[src/rtl/fir_fsm_pkg.sv]
// Shared types for the FIR job sequencer: state encoding and latched job descriptor.
package fir_package;

  localparam int unsigned FIR_ADDR_W = 32;
  localparam int unsigned FIR_LEN_W  = 16;

  typedef enum logic [2:0] {
    IDLE,
    LOAD_H,
    WAIT_H,
    START_XY,
    COMPUTE,
    FLUSH,
    DONE
  } fir_fsm_state_t;

  // Fields are sized for the default fir_fsm widths; widen these if the module is built wider.
  typedef struct packed {
    logic [FIR_ADDR_W-1:0] x_addr;
    logic [FIR_ADDR_W-1:0] h_addr;
    logic [FIR_ADDR_W-1:0] y_addr;
    logic [FIR_LEN_W-1:0]  len;
  } fir_fsm_job_t;

endpackage

[src/rtl/fir_fsm.sv]
// FIR job sequencer: loads taps, launches x/y streams, counts outputs, flushes and reports done.
// Optional job cycle counter enabled by defining FIR_FSM_PERF_CNT_EN.
module fir_fsm
  import fir_package::*;
#(
  parameter int unsigned NB_TAPS    = 50,
  parameter int unsigned LEN_WIDTH  = 16,
  parameter int unsigned ADDR_WIDTH = 32
) (
  input  logic                  clk_i,
  input  logic                  rst_i,
  input  logic                  clear_i,
  input  logic                  start_i,
  input  logic [ADDR_WIDTH-1:0] x_addr_i,
  input  logic [ADDR_WIDTH-1:0] h_addr_i,
  input  logic [ADDR_WIDTH-1:0] y_addr_i,
  input  logic [LEN_WIDTH-1:0]  len_i,
  output logic                  h_start_o,
  output logic                  x_start_o,
  output logic                  y_start_o,
  output logic [ADDR_WIDTH-1:0] h_addr_o,
  output logic [ADDR_WIDTH-1:0] x_addr_o,
  output logic [ADDR_WIDTH-1:0] y_addr_o,
  output logic [LEN_WIDTH-1:0]  h_len_o,
  output logic [LEN_WIDTH-1:0]  x_len_o,
  output logic [LEN_WIDTH-1:0]  y_len_o,
  input  logic                  taps_loaded_i,
  input  logic                  y_valid_i,
  input  logic                  y_ready_i,
  input  logic                  y_done_i,
  output logic                  dp_clear_o,
  output logic                  dp_enable_o,
  output logic                  busy_o,
  output logic                  done_o,
  output logic [31:0]           cycles_o
);

  fir_fsm_state_t       state_q, state_d;
  fir_fsm_job_t         job_q;
  logic [LEN_WIDTH-1:0] h_len_q, x_len_q, out_cnt_q;
  logic                 accept, handshake;

  assign accept    = (state_q == IDLE) && start_i && !clear_i;
  assign handshake = y_valid_i && y_ready_i;

  always_ff @(posedge clk_i or posedge rst_i) begin
    if (rst_i) state_q <= IDLE;
    else       state_q <= state_d;
  end

  always_comb begin
    state_d = state_q;
    if (clear_i) begin
      state_d = IDLE;
    end else begin
      case (state_q)
        IDLE:     if (start_i) state_d = (len_i == '0) ? DONE : LOAD_H;
        LOAD_H:   state_d = WAIT_H;
        WAIT_H:   if (taps_loaded_i) state_d = START_XY;
        START_XY: state_d = COMPUTE;
        COMPUTE:  if (out_cnt_q == job_q.len) state_d = FLUSH;
        FLUSH:    if (y_done_i) state_d = DONE;
        DONE:     state_d = IDLE;
        default:  state_d = IDLE;
      endcase
    end
  end

  // Job descriptor is only captured for real jobs; a zero-length start leaves the previous one visible.
  always_ff @(posedge clk_i or posedge rst_i) begin
    if (rst_i) begin
      job_q   <= '0;
      h_len_q <= '0;
      x_len_q <= '0;
    end else if (accept && (len_i != '0)) begin
      job_q   <= '{x_addr: x_addr_i, h_addr: h_addr_i, y_addr: y_addr_i, len: len_i};
      h_len_q <= LEN_WIDTH'(NB_TAPS);
      x_len_q <= len_i + LEN_WIDTH'(NB_TAPS - 1);
    end
  end

  // Saturates at len so late handshakes in the exit cycle of COMPUTE are dropped.
  always_ff @(posedge clk_i or posedge rst_i) begin
    if (rst_i)                   out_cnt_q <= '0;
    else if (clear_i || accept)  out_cnt_q <= '0;
    else if ((state_q == COMPUTE) && handshake && (out_cnt_q != job_q.len))
      out_cnt_q <= out_cnt_q + 1'b1;
  end

  always_comb begin
    h_start_o   = 1'b0;
    x_start_o   = 1'b0;
    y_start_o   = 1'b0;
    dp_clear_o  = 1'b0;
    dp_enable_o = 1'b0;
    done_o      = 1'b0;
    busy_o      = (state_q != IDLE);
    case (state_q)
      LOAD_H: begin
        h_start_o  = 1'b1;
        dp_clear_o = 1'b1;
      end
      START_XY: begin
        x_start_o = 1'b1;
        y_start_o = 1'b1;
      end
      COMPUTE: dp_enable_o = 1'b1;
      DONE:    done_o      = 1'b1;
      default: ;
    endcase
  end

  assign h_addr_o = job_q.h_addr;
  assign x_addr_o = job_q.x_addr;
  assign y_addr_o = job_q.y_addr;
  assign h_len_o  = h_len_q;
  assign x_len_o  = x_len_q;
  assign y_len_o  = job_q.len;

`ifdef FIR_FSM_PERF_CNT_EN
  logic [31:0] cycles_q;

  always_ff @(posedge clk_i or posedge rst_i) begin
    if (rst_i)                  cycles_q <= '0;
    else if (clear_i || accept) cycles_q <= '0;
    else if (state_q != IDLE)   cycles_q <= cycles_q + 32'd1;
  end

  assign cycles_o = cycles_q;
`else
  assign cycles_o = '0;
`endif

endmodule

[config.mk]
export PLATFORM = sky130hd
export DESIGN_NAME = fir_fsm
export DESIGN_NICKNAME = d
export VERILOG_FILES = /design/src/rtl/fir_fsm_pkg.sv /design/src/rtl/fir_fsm.sv
export SDC_FILE = /design/constraint.sdc
export NUM_CORES = 1
export LEC_CHECK = 0
export BUFFER_PORTS_ARGS = -buffer_cell sky130_fd_sc_hd__clkbuf_2
export CAP_MARGIN = 10
export CORE_UTILIZATION = 45
export DETAILED_ROUTE_END_ITERATION = 10
export PLACE_DENSITY = 0.77
export SYNTH_ARGS = -nofsm -noshare
export SYNTH_HDL_FRONTEND = slang
export SYNTH_SLANG_ARGS = --single-unit
export TNS_END_PERCENT = 10
[constraint.sdc]
create_clock -name clk_i -period 4.83 [get_ports clk_i]
set_input_delay 0.2415 -clock clk_i [delete_from_list [all_inputs] [get_ports clk_i]]
set_output_delay 0.2415 -clock clk_i [all_outputs]
set_load 0.1 [all_outputs]
======== After elaboration in Yosys (flattened, before gate mapping) ========
Index checks and enable logic that the tools add are counted.
W data, S select, Z words.
operators by class
  equal/unequal tests ..................... 12
  $mul .................................... 0
  divide/modulo/power cells ............... 0
  add/sub/neg operators ................... 2
  order comparisons ....................... 0
  reductions and logical operators ........ 14
  shift operators ......................... 0
  muxes and demuxes ....................... 13
  bitwise gates (word level) .............. 0
operator list
  kind                     number
  $mux W16                 2
  $mux W3                  6
  $pmux W3 S6              1
  $add A16 B1 Y16 const B  1
  $add A16 B6 Y16 const B  1
  $eq A16 B16 Y1           1
  $logic_not A16 Y1        1
  $ne A16 B16 Y1           1
  $reduce_bool A16 Y1      1
  $ne A3 B3 Y1 const B     4
  $eq A3 B3 Y1 const B     3
  $eq A3 B2 Y1 const B     2
  $logic_and A1 B1 Y1      6
  $mux W1                  4
  $reduce_and A4 Y1        1
  $eq A3 B1 Y1 const B     1
  $logic_not A3 Y1         1
  $reduce_bool A3 Y1       1
  $reduce_bool A2 Y1       1
  $logic_not A1 Y1         1
  $logic_or A1 B1 Y1       1
storage, ports and cells
  register bits ........................... 148
  bits in writable memories ............... 0
  ROM bits ................................ 0
  latch bits .............................. 0
  memories ................................ 0
  output and inout bits ................... 183

======== Longest topological paths before layout ========
Gate-level depths: netlist (run 1).
  word-level depth ........................ 5
  mapped depth ............................ 10

======== Least setup slack after synthesis (run 1) ========
Ideal clock, no wire load.
  path type ............................... register to output
  start ................................... reg state_q[1]
  end ..................................... out y_start_o
  setup slack ............................. 1.245 ns
  stages on the path, launching flop included .. 5
  data required time ...................... 4.589 ns
  data arrival time ....................... 3.344 ns
  cell sequence ........................... dfrtp_1 -> buf_2 -> inv_1 -> nor3_1 -> buf_4
between the ends
  longest elaborated chain between the ends .. 2
RTL lines
  what                    line           source
  start, declared         fir_fsm.sv:38  fir_fsm_state_t state_q, state_d;
  start signal, assigned  fir_fsm.sv:48  else state_q <= state_d;
  $eq A3 B2 Y1            -
  $mux W1                 -
  end, declared           fir_fsm.sv:20  output logic y_start_o,
Every way passes these cells.

======== Worst setup path in the final report (run 1) ========
  start ................................... reg state_q[1]
  end ..................................... reg job_q, in the netlist x_addr_o[12]
between the ends
  longest elaborated chain between the ends .. 4
RTL lines
  what                              line           source
  $logic_not A3 Y1                  fir_fsm.sv:43  assign accept = (state_q == IDLE) && start_i && !clear_i;
  $logic_and A1 B1 Y1 (2 in a row)  fir_fsm.sv:43
  $logic_and A1 B1 Y1               fir_fsm.sv:75  end else if (accept && (len_i != '0)) begin
  end signal, assigned              fir_fsm.sv:76  job_q <= '{x_addr: x_addr_i, h_addr: h_addr_i, y_addr: y_addr_i, len: len_i};
  end, declared                     fir_fsm.sv:39  fir_fsm_job_t job_q;
Every way passes these cells.
A chain may end at the register's enable or synchronous reset.

==> results of run 1 <==
==> kinds of logic after synthesis <==
| kind of cell | after synthesis | share of synthesized area |
|---|---|---|
| compound gates | 57 | 0.0493 |
| xor+xnor | 30 | 0.0383 |
| fa+ha+maj | 3 | 0.00548 |
| buf+inv | 82 | 0.0789 |
| flops | 148 | 0.540 |
| mux | 113 | 0.200 |
| other cells | 1 | 0.000547 |
| simple gates | 107 | 0.0869 |
==> final timing paths <==
path / cells past startpoint / to / startpoint / slack [ps]
setup / recovery: 5 / x_addr_o[12]$_DFFE_PP0P_ / state_q[1]$_DFFE_PP0P_ / 2290
hold / removal: 2 / y_addr_o[19]$_DFFE_PP0P_ / rst_i / 50
setup reg to reg: 5 / x_addr_o[12]$_DFFE_PP0P_ / state_q[1]$_DFFE_PP0P_ / 2290
hold reg to reg: 2 / x_len_o[9]$_DFFE_PP0P_ / x_len_o[9]$_DFFE_PP0P_ / 480
max in group asynchronous: 3 / y_addr_o[24]$_DFFE_PP0P_ / rst_i / 3680
min in group clk_i: 2 / h_addr_o[27]$_DFFE_PP0P_ / h_addr_i[27] / 50
==> routing by layer <==
metal	up-vias	global-route usage
li1	2312	-
met1	2425	0.261
met2	210	0.352
met3	30	0.0715
met4	0	0.0897
met5	-	0
==> cell usage in the layout, fill, tap and decap left out, drive strengths merged, types with 8 or more instances in the layout <==
| master | synthesis | final |
|---|---|---|
| mux2 | 112 | 112 |
| a21oi | 13 | 13 |
| and3 | 9 | 9 |
| or3 | 8 | 8 |
| or4 | 9 | 9 |
| conb | 1 | 45 |
| o21ai | 26 | 26 |
| inv | 8 | 8 |
| nand2 | 30 | 30 |
| xor2 | 25 | 25 |
| clkbuf | 6 | 278 |
| nand4 | 8 | 8 |
| dfrtp | 148 | 148 |
| nand3 | 13 | 13 |
==> final cells by class <==
cell class	instances	area [um2]	share of cell area
Sequential cell	148	3700	0.426
Multi-Input combinational cell	355	2780	0.320
Clock inverter	10	155	0.0179
Inverter	8	35.0	0.00403
Tap cell	184	230	0.0265
Clock buffer	21	460	0.0530
Timing Repair Buffer	260	1320	0.152
==> stage by stage <==
step	instances	cell area, um2	hold WS [ps]	worst slack, ps
6_report	986	8690	48.2	2290
5_1_grt	986	8690	36.7	2090
4_1_cts	986	8690	31.0	2280
3_5_place_dp	955	8070	473	1990
3_3_place_gp	955	8070	468	2040
2_1_floorplan	585	7020	345	609
==> registers in the layout, summed over array words and instances, names as in the netlist <==
name and flops:
h_len_o 1, y_addr_o 32, y_len_o 16, state_q 3, h_addr_o 32, x_addr_o 32, out_cnt_q 16, x_len_o 16
==> critical path: cells and delay by family, from the launching register on <==
kind / cells / cell delay, ps
and+or+nand+nor: 3 / 950
muxes: 1 / 380
DFF: 1 / 590
buffers and inverters: 1 / 470
==> impl_metrics.ini, run 1 <==
[run_status]
outcome = complete, but fails checks
violations = DRC

[final_layout]
final_nets = 913
n_fill_cell = 1220
syn2layout_area_growth_pct = 26.7
final_util = 0.591
insertedDiodeCount = 0
layout-drive-gt1-share = 0.507

[route]
wl_met1_um = 6600
dr_wl_met3_um = 1300
routed_via_density = 5.05
wl_um = 16100
wl_per_cell_um = 16.3
wl_met2_um = 7830
remaining_drc_errors = 18
top_layer = met4
drt_iter0_drc = 220
dr.pass1.iters = 10
ant_nets = 0
via_count = 4977

[synthesis]
ys_seq_elements = 148
yosysTopAreaCell = dfrtp_1
yosysTopAreaCellShare = 0.540
synth_area_leaders = dfrtp_1 54%, mux2_2 14%, mux2_4 5.9%
syn_area_per_cell_um2 = 12.7
syn_area_mm2 = 0.00685
synth.distinct_cells = 42
synth_common_cells = 148 x dfrtp_1, 85 x mux2_2, 49 x buf_4
postSynthCellCount = 541
synth_ff_type = dfrtp_1
yosysMostFrequentCell = dfrtp_1
synth_seq_area_share = 0.540
synth_enable_flop_cells = 0
yosys_warnings = 0
async_flop_share = 1.00

[clock_network]
cts_sinks = 148
clk_pin_slew_worst_paths_ps = 60
cts_tree = yes
clk_path_buf_depth = 2
h-tree-depth = 4
post-cts-setup-buffer-count = 0
cts_buffers = 17
insertion_delay_ps = 410
hold_buffers = 0
cts_resized = 0
cts_root_buf = clkbuf_16

[timing]
min_period_ps = 2540
tightestPinTransition_ps = 949
drv_slew = 0
period_share = 0.526
fin_tns_setup_ps = 0
hold_violations = 0
setup_viol = 0
fin_worst_skew_ps = 4.77
max_freq_mhz = 394
max-slew-margin-rel = 0.367
rsz0062_at_grt = no

[worst_setup_path]
cp-end-kind = register
critPathMaxFanout = 74
cpPeakStageDelay_ps = 690
crit_slowest_cell = or3_4
cp.arrival_ps = 2840
path_class = reg2reg
crit_required_ps = 5130
path_cells = nor3_2 > nand2_1 > or3_4 > buf_4 > mux2_2
critPathLaunchType = register

[global_route]
grtUsageTotal = 0.215
grt_pass1_wl_um = 26200
antenna_found_initial = 0
gr-total-overflow = 0
grt_pass1_vias = 5026
grt_max_degree = 110

[place]
place_hpwl_um = 11800
portBuffers = 257
gp_congestion = 0.827

[flow_run]
cap_violations = 0

[die]
die_w_um = 125
initial_core_util = 0.466
io_pins = 303
rows = 44
die_height_um = 125
die_area_mm2 = 0.0157
fp.coreArea_mm2 = 0.0147

[worst_hold_path]
hold_path.class = in2async
Power of run 1 is not shown: default switching activity piles up to over one toggle a cycle in this logic, so the estimate is an artifact.
==> run 2, diff against run 1 <==
- CORE_UTILIZATION: 45 -> 43
- clock period: 4.83 -> 2.2 ns (I/O delays scaled with it)
==> impl_metrics.ini, run 2 (synthesis gave the netlist of run 1 again) <==
[worst_hold_path]
hp-start = len_i[1]
hold_path.class = in2reg

[global_route]
grt_pass1_vias = 5894
gr-total-overflow = 0
grtUsageTotal = 0.243
grt_pass1_wl_um = 30400
grt_max_degree = 86
antenna_found_initial = 1

[worst_setup_path]
cp-end-kind = register
crit_required_ps = 2500
path_class = in2reg
critPathLaunchType = input pin
cpPeakStageDelay_ps = 550
cp-startpoint = len_i[0]
crit_family = buffers and inverters
critPathMaxFanout = 44
cp.arrival_ps = 2440
cp_num_buf_inv = 4
reg2reg_from = out_cnt_q[3]$_DFFE_PP0P_
path_cells = dlygate4sd3_1 > clkbuf_2 > inv_1 > ha_1 > nor3b_1 > and4_2 > or3_4 > buf_12 > mux2_4
crit_slowest_cell = dlygate4sd3_1

[place]
place_hpwl_um = 12500
gp_congestion = 0.783
placed_cell_area_mm2 = 0.00822
dp_slack_ps = 218
portBuffers = 257

[clock_network]
clk_pin_slew_worst_paths_ps = 70
insertion_delay_ps = 430
cts_root_buf = clkbuf_16
clk_path_buf_depth = 2
cts_tree = yes
cts_buffers = 17
cts_sinks = 148
h-tree-depth = 4

[route]
dr_wl_met3_um = 1360
wl_met2_um = 9810
wl_um = 19500
ant_nets = 0
routed_via_density = 4.99
top_layer = met4
remaining_drc_errors = 0
wl_per_cell_um = 17.3
wl_met1_um = 7390
dr.pass1.iters = 4
via_count = 5621
drt_iter0_drc = 168

[timing]
period_share = 0.972
rsz0062_at_grt = no
min_period_ps = 2140
max_freq_mhz = 468
drv_slew = 0
hold_violations = 0
setup_slack_ps = 62.0
tightestPinTransition_ps = 620
max-slew-margin-rel = 0.589
setup_viol = 0
fin_worst_skew_ps = 17.1

[die]
die_height_um = 128
die_w_um = 128
io_pins = 303
initial_core_util = 0.446
fp.coreArea_mm2 = 0.0154
die_area_mm2 = 0.0164
rows = 45

[flow_run]
cap_violations = 0

[final_layout]
layout-drive-gt1-share = 0.460
syn2layout_area_growth_pct = 43.1
fin_area_mm2 = 0.00981
final_nets = 1024
mostFrequentLayoutCell = clkbuf_2
layout_common_cells = 257 x clkbuf_2, 148 x dfrtp_1, 102 x dlygate4sd3_1, 85 x mux2_2, 45 x conb_1
final_util = 0.638

[run_status]
outcome = complete, no violations
## run 2: tightest hold or removal path: stages
cell      delay (ps)
clkbuf_2         120
inv_1             80
o21ai_0           90
## run 2: metal layers
metal,GRT usage,vias to the layer above
met5,0,-
met4,0.144,0
met3,0.0722,65
met2,0.410,255
met1,0.273,2760
li1,-,2541
## run 2: layout make-up
type,instances,area (um2)
fill,1132,5560
tap,211,264
clock inverter,13,110
multi-input combinational,355,2780
sequential,148,3700
inverter,8,33.8
antenna,1,2.50
clock buffer,19,453
timing repair buffer,371,2460
## run 2: final timing paths
kind                       slack [ps]  cells past startpoint                         to
max                                60                      9    y_addr_o[7]$_DFFE_PP0P_
min                                10                      3     y_len_o[1]$_DFFE_PP0P_
max reg2reg                       220                      5  out_cnt_q[12]$_DFFE_PP0P_
min reg2reg                       480                      2     x_len_o[3]$_DFFE_PP0P_
max in group asynchronous        1430                      4    y_addr_o[7]$_DFFE_PP0P_
min in group asynchronous         360                      4   h_addr_o[26]$_DFFE_PP0P_
## run 2: what timing repair did
| item | CTS | global route |
|---|---|---|
| hold buffers | 102 | 0 |
| setup buffers | 0 | 0 |
| endpoints found under the hold margin | 249 | 0 |
| resized for setup | 0 | 1 |
| endpoints found under the setup margin | 0 | 57 |
## run 2: through the flow
step	std cells	setup TNS [ps]	hold WS, ps
floorplan	585	-8250	214
global placement	991	0	254
detailed placement	991	0	256
CTS	1125	0	2.04
global route	1125	0	16.9
finish	1126	0	14.7
Power of run 2 is left out for the same reason.
==> run 3, diff against run 2 <==
- ABC_AREA: default -> 1
- CORE_UTILIZATION: 43 -> 44
- CTS_CLUSTER_DIAMETER: default -> 200
==> impl_metrics.ini, run 3 <==
[run_status]
outcome = complete, no violations

[timing]
drv_slew = 0
max_freq_mhz = 536
max-slew-margin-rel = 0.474
rsz0062_at_grt = no
fin_worst_skew_ps = 7.29
min_period_ps = 1860
period_share = 0.848
fin_tns_setup_ps = 0
setup_viol = 0
tightestPinTransition_ps = 789
setup_slack_ps = 335
hold_violations = 0

[place]
gp_congestion = 0.956
portBuffers = 257
dp_cells = 1361
placed_cell_area_mm2 = 0.00843
dp_slack_ps = 397
place_hpwl_um = 13700

[final_layout]
layout_common_cells = 450 x nand2_1, 257 x clkbuf_2, 148 x dfrtp_1, 103 x dlygate4sd3_1, 55 x nor2_1
insertedDiodeCount = 0
fin_cells = 1496
syn2layout_area_growth_pct = 40.0
fin_area_mm2 = 0.0101
final_nets = 1390
layout-drive-gt1-share = 0.244
mostFrequentLayoutCell = nand2_1

[global_route]
met1_usage = 0.315
grtUsageTotal = 0.262
grt_max_degree = 76
met2_usage = 0.440
grt_pass1_vias = 6917
gr-total-overflow = 0
grt_pass1_wl_um = 33900
grtUsageMet3 = 0.0611
antenna_found_initial = 0
top_usage_layer = met2

[synthesis]
syn_area_per_cell_um2 = 7.84
synth.distinct_cells = 31
ys_seq_elements = 148
async_flop_share = 1.00
synth_seq_area_share = 0.516
postSynthCellCount = 916
yosysMostFrequentCell = nand2_1
yosys_warnings = 0
yosysTopAreaCell = dfrtp_1
syn_area_mm2 = 0.00718
yosysTopAreaCellShare = 0.516
synth_common_cells = 450 x nand2_1, 148 x dfrtp_1, 57 x buf_4
synth_area_leaders = dfrtp_1 52%, nand2_1 24%, buf_4 6.0%
synth_enable_flop_cells = 0
synth_ff_type = dfrtp_1

[die]
io_pins = 303
initial_core_util = 0.452
rows = 46
die_height_um = 130
fp.coreArea_mm2 = 0.0159
die_area_mm2 = 0.0168
die_w_um = 130

[worst_setup_path]
reg2reg_from = out_cnt_q[5]$_DFFE_PP0P_
reg2reg_to = out_cnt_q[13]$_DFFE_PP0P_
critPathMaxFanout = 42
crit_required_ps = 2550
cp-end-kind = register
path_class = in2reg
critPathLaunchType = input pin
crit_path_end = h_addr_o[16]$_DFFE_PP0P_
r2r_cells = 11
cp.arrival_ps = 2220
cp-startpoint = len_i[5]
r2r_slack_ps = 370

[route]
drt_iter0_drc = 555
dr.pass1.iters = 5
wl_per_cell_um = 14.6
routed_via_density = 4.79
ant_nets = 0
wl_um = 21900
via_count = 7170
remaining_drc_errors = 0

[clock_network]
clk_path_buf_depth = 2
h-tree-depth = 4
cts_root_buf = clkbuf_16
clk_pin_slew_worst_paths_ps = 70
cts_resized = 0
cts_tree = yes
cts_sinks = 148
insertion_delay_ps = 420
cts_buffers = 17

[flow_run]
cap_violations = 0

[worst_hold_path]
hold_path.class = in2reg
==> run 3: changes by cell type in the layout (fill, tap and decap cells not counted), moves of 18 or more <==
cell	before	now
nand3_1	13	31
mux2_4	27	0
nand2_1	30	450
nor2_1	6	55
mux2_2	85	0
inv_1	7	52
==> run 3: routing by layer <==
metal	vias up	part of all wire
met5	-	0
met4	0	0.044
met3	67	0.061
met2	336	0.50
met1	3369	0.40
li1	3398	-
==> run 3: worst min path at each step <==
| stage | from | cells after the start | endpoint | slack [ps] |
|---|---|---|---|---|
| 6_report | len_i[7] | 3 | y_len_o[7]$_DFFE_PP0P_ | 20 |
| 5_1_grt | len_i[3] | 3 | y_len_o[3]$_DFFE_PP0P_ | 40 |
| 4_1_cts | clear_i | 4 | state_q[1]$_DFFE_PP0P_ | 9 |
| 3_5_place_dp | rst_i | 3 | h_addr_o[6]$_DFFE_PP0P_ | 270 |
| 3_3_place_gp | rst_i | 3 | h_addr_o[6]$_DFFE_PP0P_ | 260 |
| 2_1_floorplan | h_addr_i[0] | 2 | h_addr_o[0]$_DFFE_PP0P_ | 220 |
==> run 3: critical path, stage by stage <==
cell and delay (ps):
dlygate4sd3_1 540, clkbuf_2 120, nor2_1 190, nand2_1 80, nor2_1 210, nand2_1 150
nand2_4 130, buf_4 400, nand2_1 140, nand2_1 120
==> run 3: area by class of cell <==
type,instances,area (um2)
multi-input combinational,672,2840
sequential,148,3700
clock inverter,15,169
tap,216,270
clock buffer,17,425
inverter,59,226
fill,1307,5830
timing repair buffer,369,2420
==> run 3: timing repair <==
action / in CTS / in global routing
setup endpoints to repair: 0 / 0
hold buffers: 103 / 0
setup buffers: 0 / 0
hold endpoints to repair: 251 / 0
==> run 3: per-stage QoR <==
step           utilization  hold WS (ps)
3_3_place_gp         0.531           257
3_5_place_dp         0.531           269
4_1_cts              0.633          8.63
2_1_floorplan            -           220
5_1_grt              0.633          38.1
6_report             0.633          24.8
==> run 3: cells by family (layout without fill, tap and decap cells) <==
group | count (synthesis) | count (layout) | synth area share
and+or+nand+nor | 569 | 569 | 0.315
DFF | 148 | 148 | 0.516
buffers and inverters | 140 | 460 | 0.113
AOI/OAI and AO/OA | 34 | 34 | 0.0249
xor gates and xnor gates | 21 | 21 | 0.0256
adders and majority gates | 3 | 3 | 0.00523
other | 1 | 45 | 0.000522
Power of run 3 is left out for the same reason.
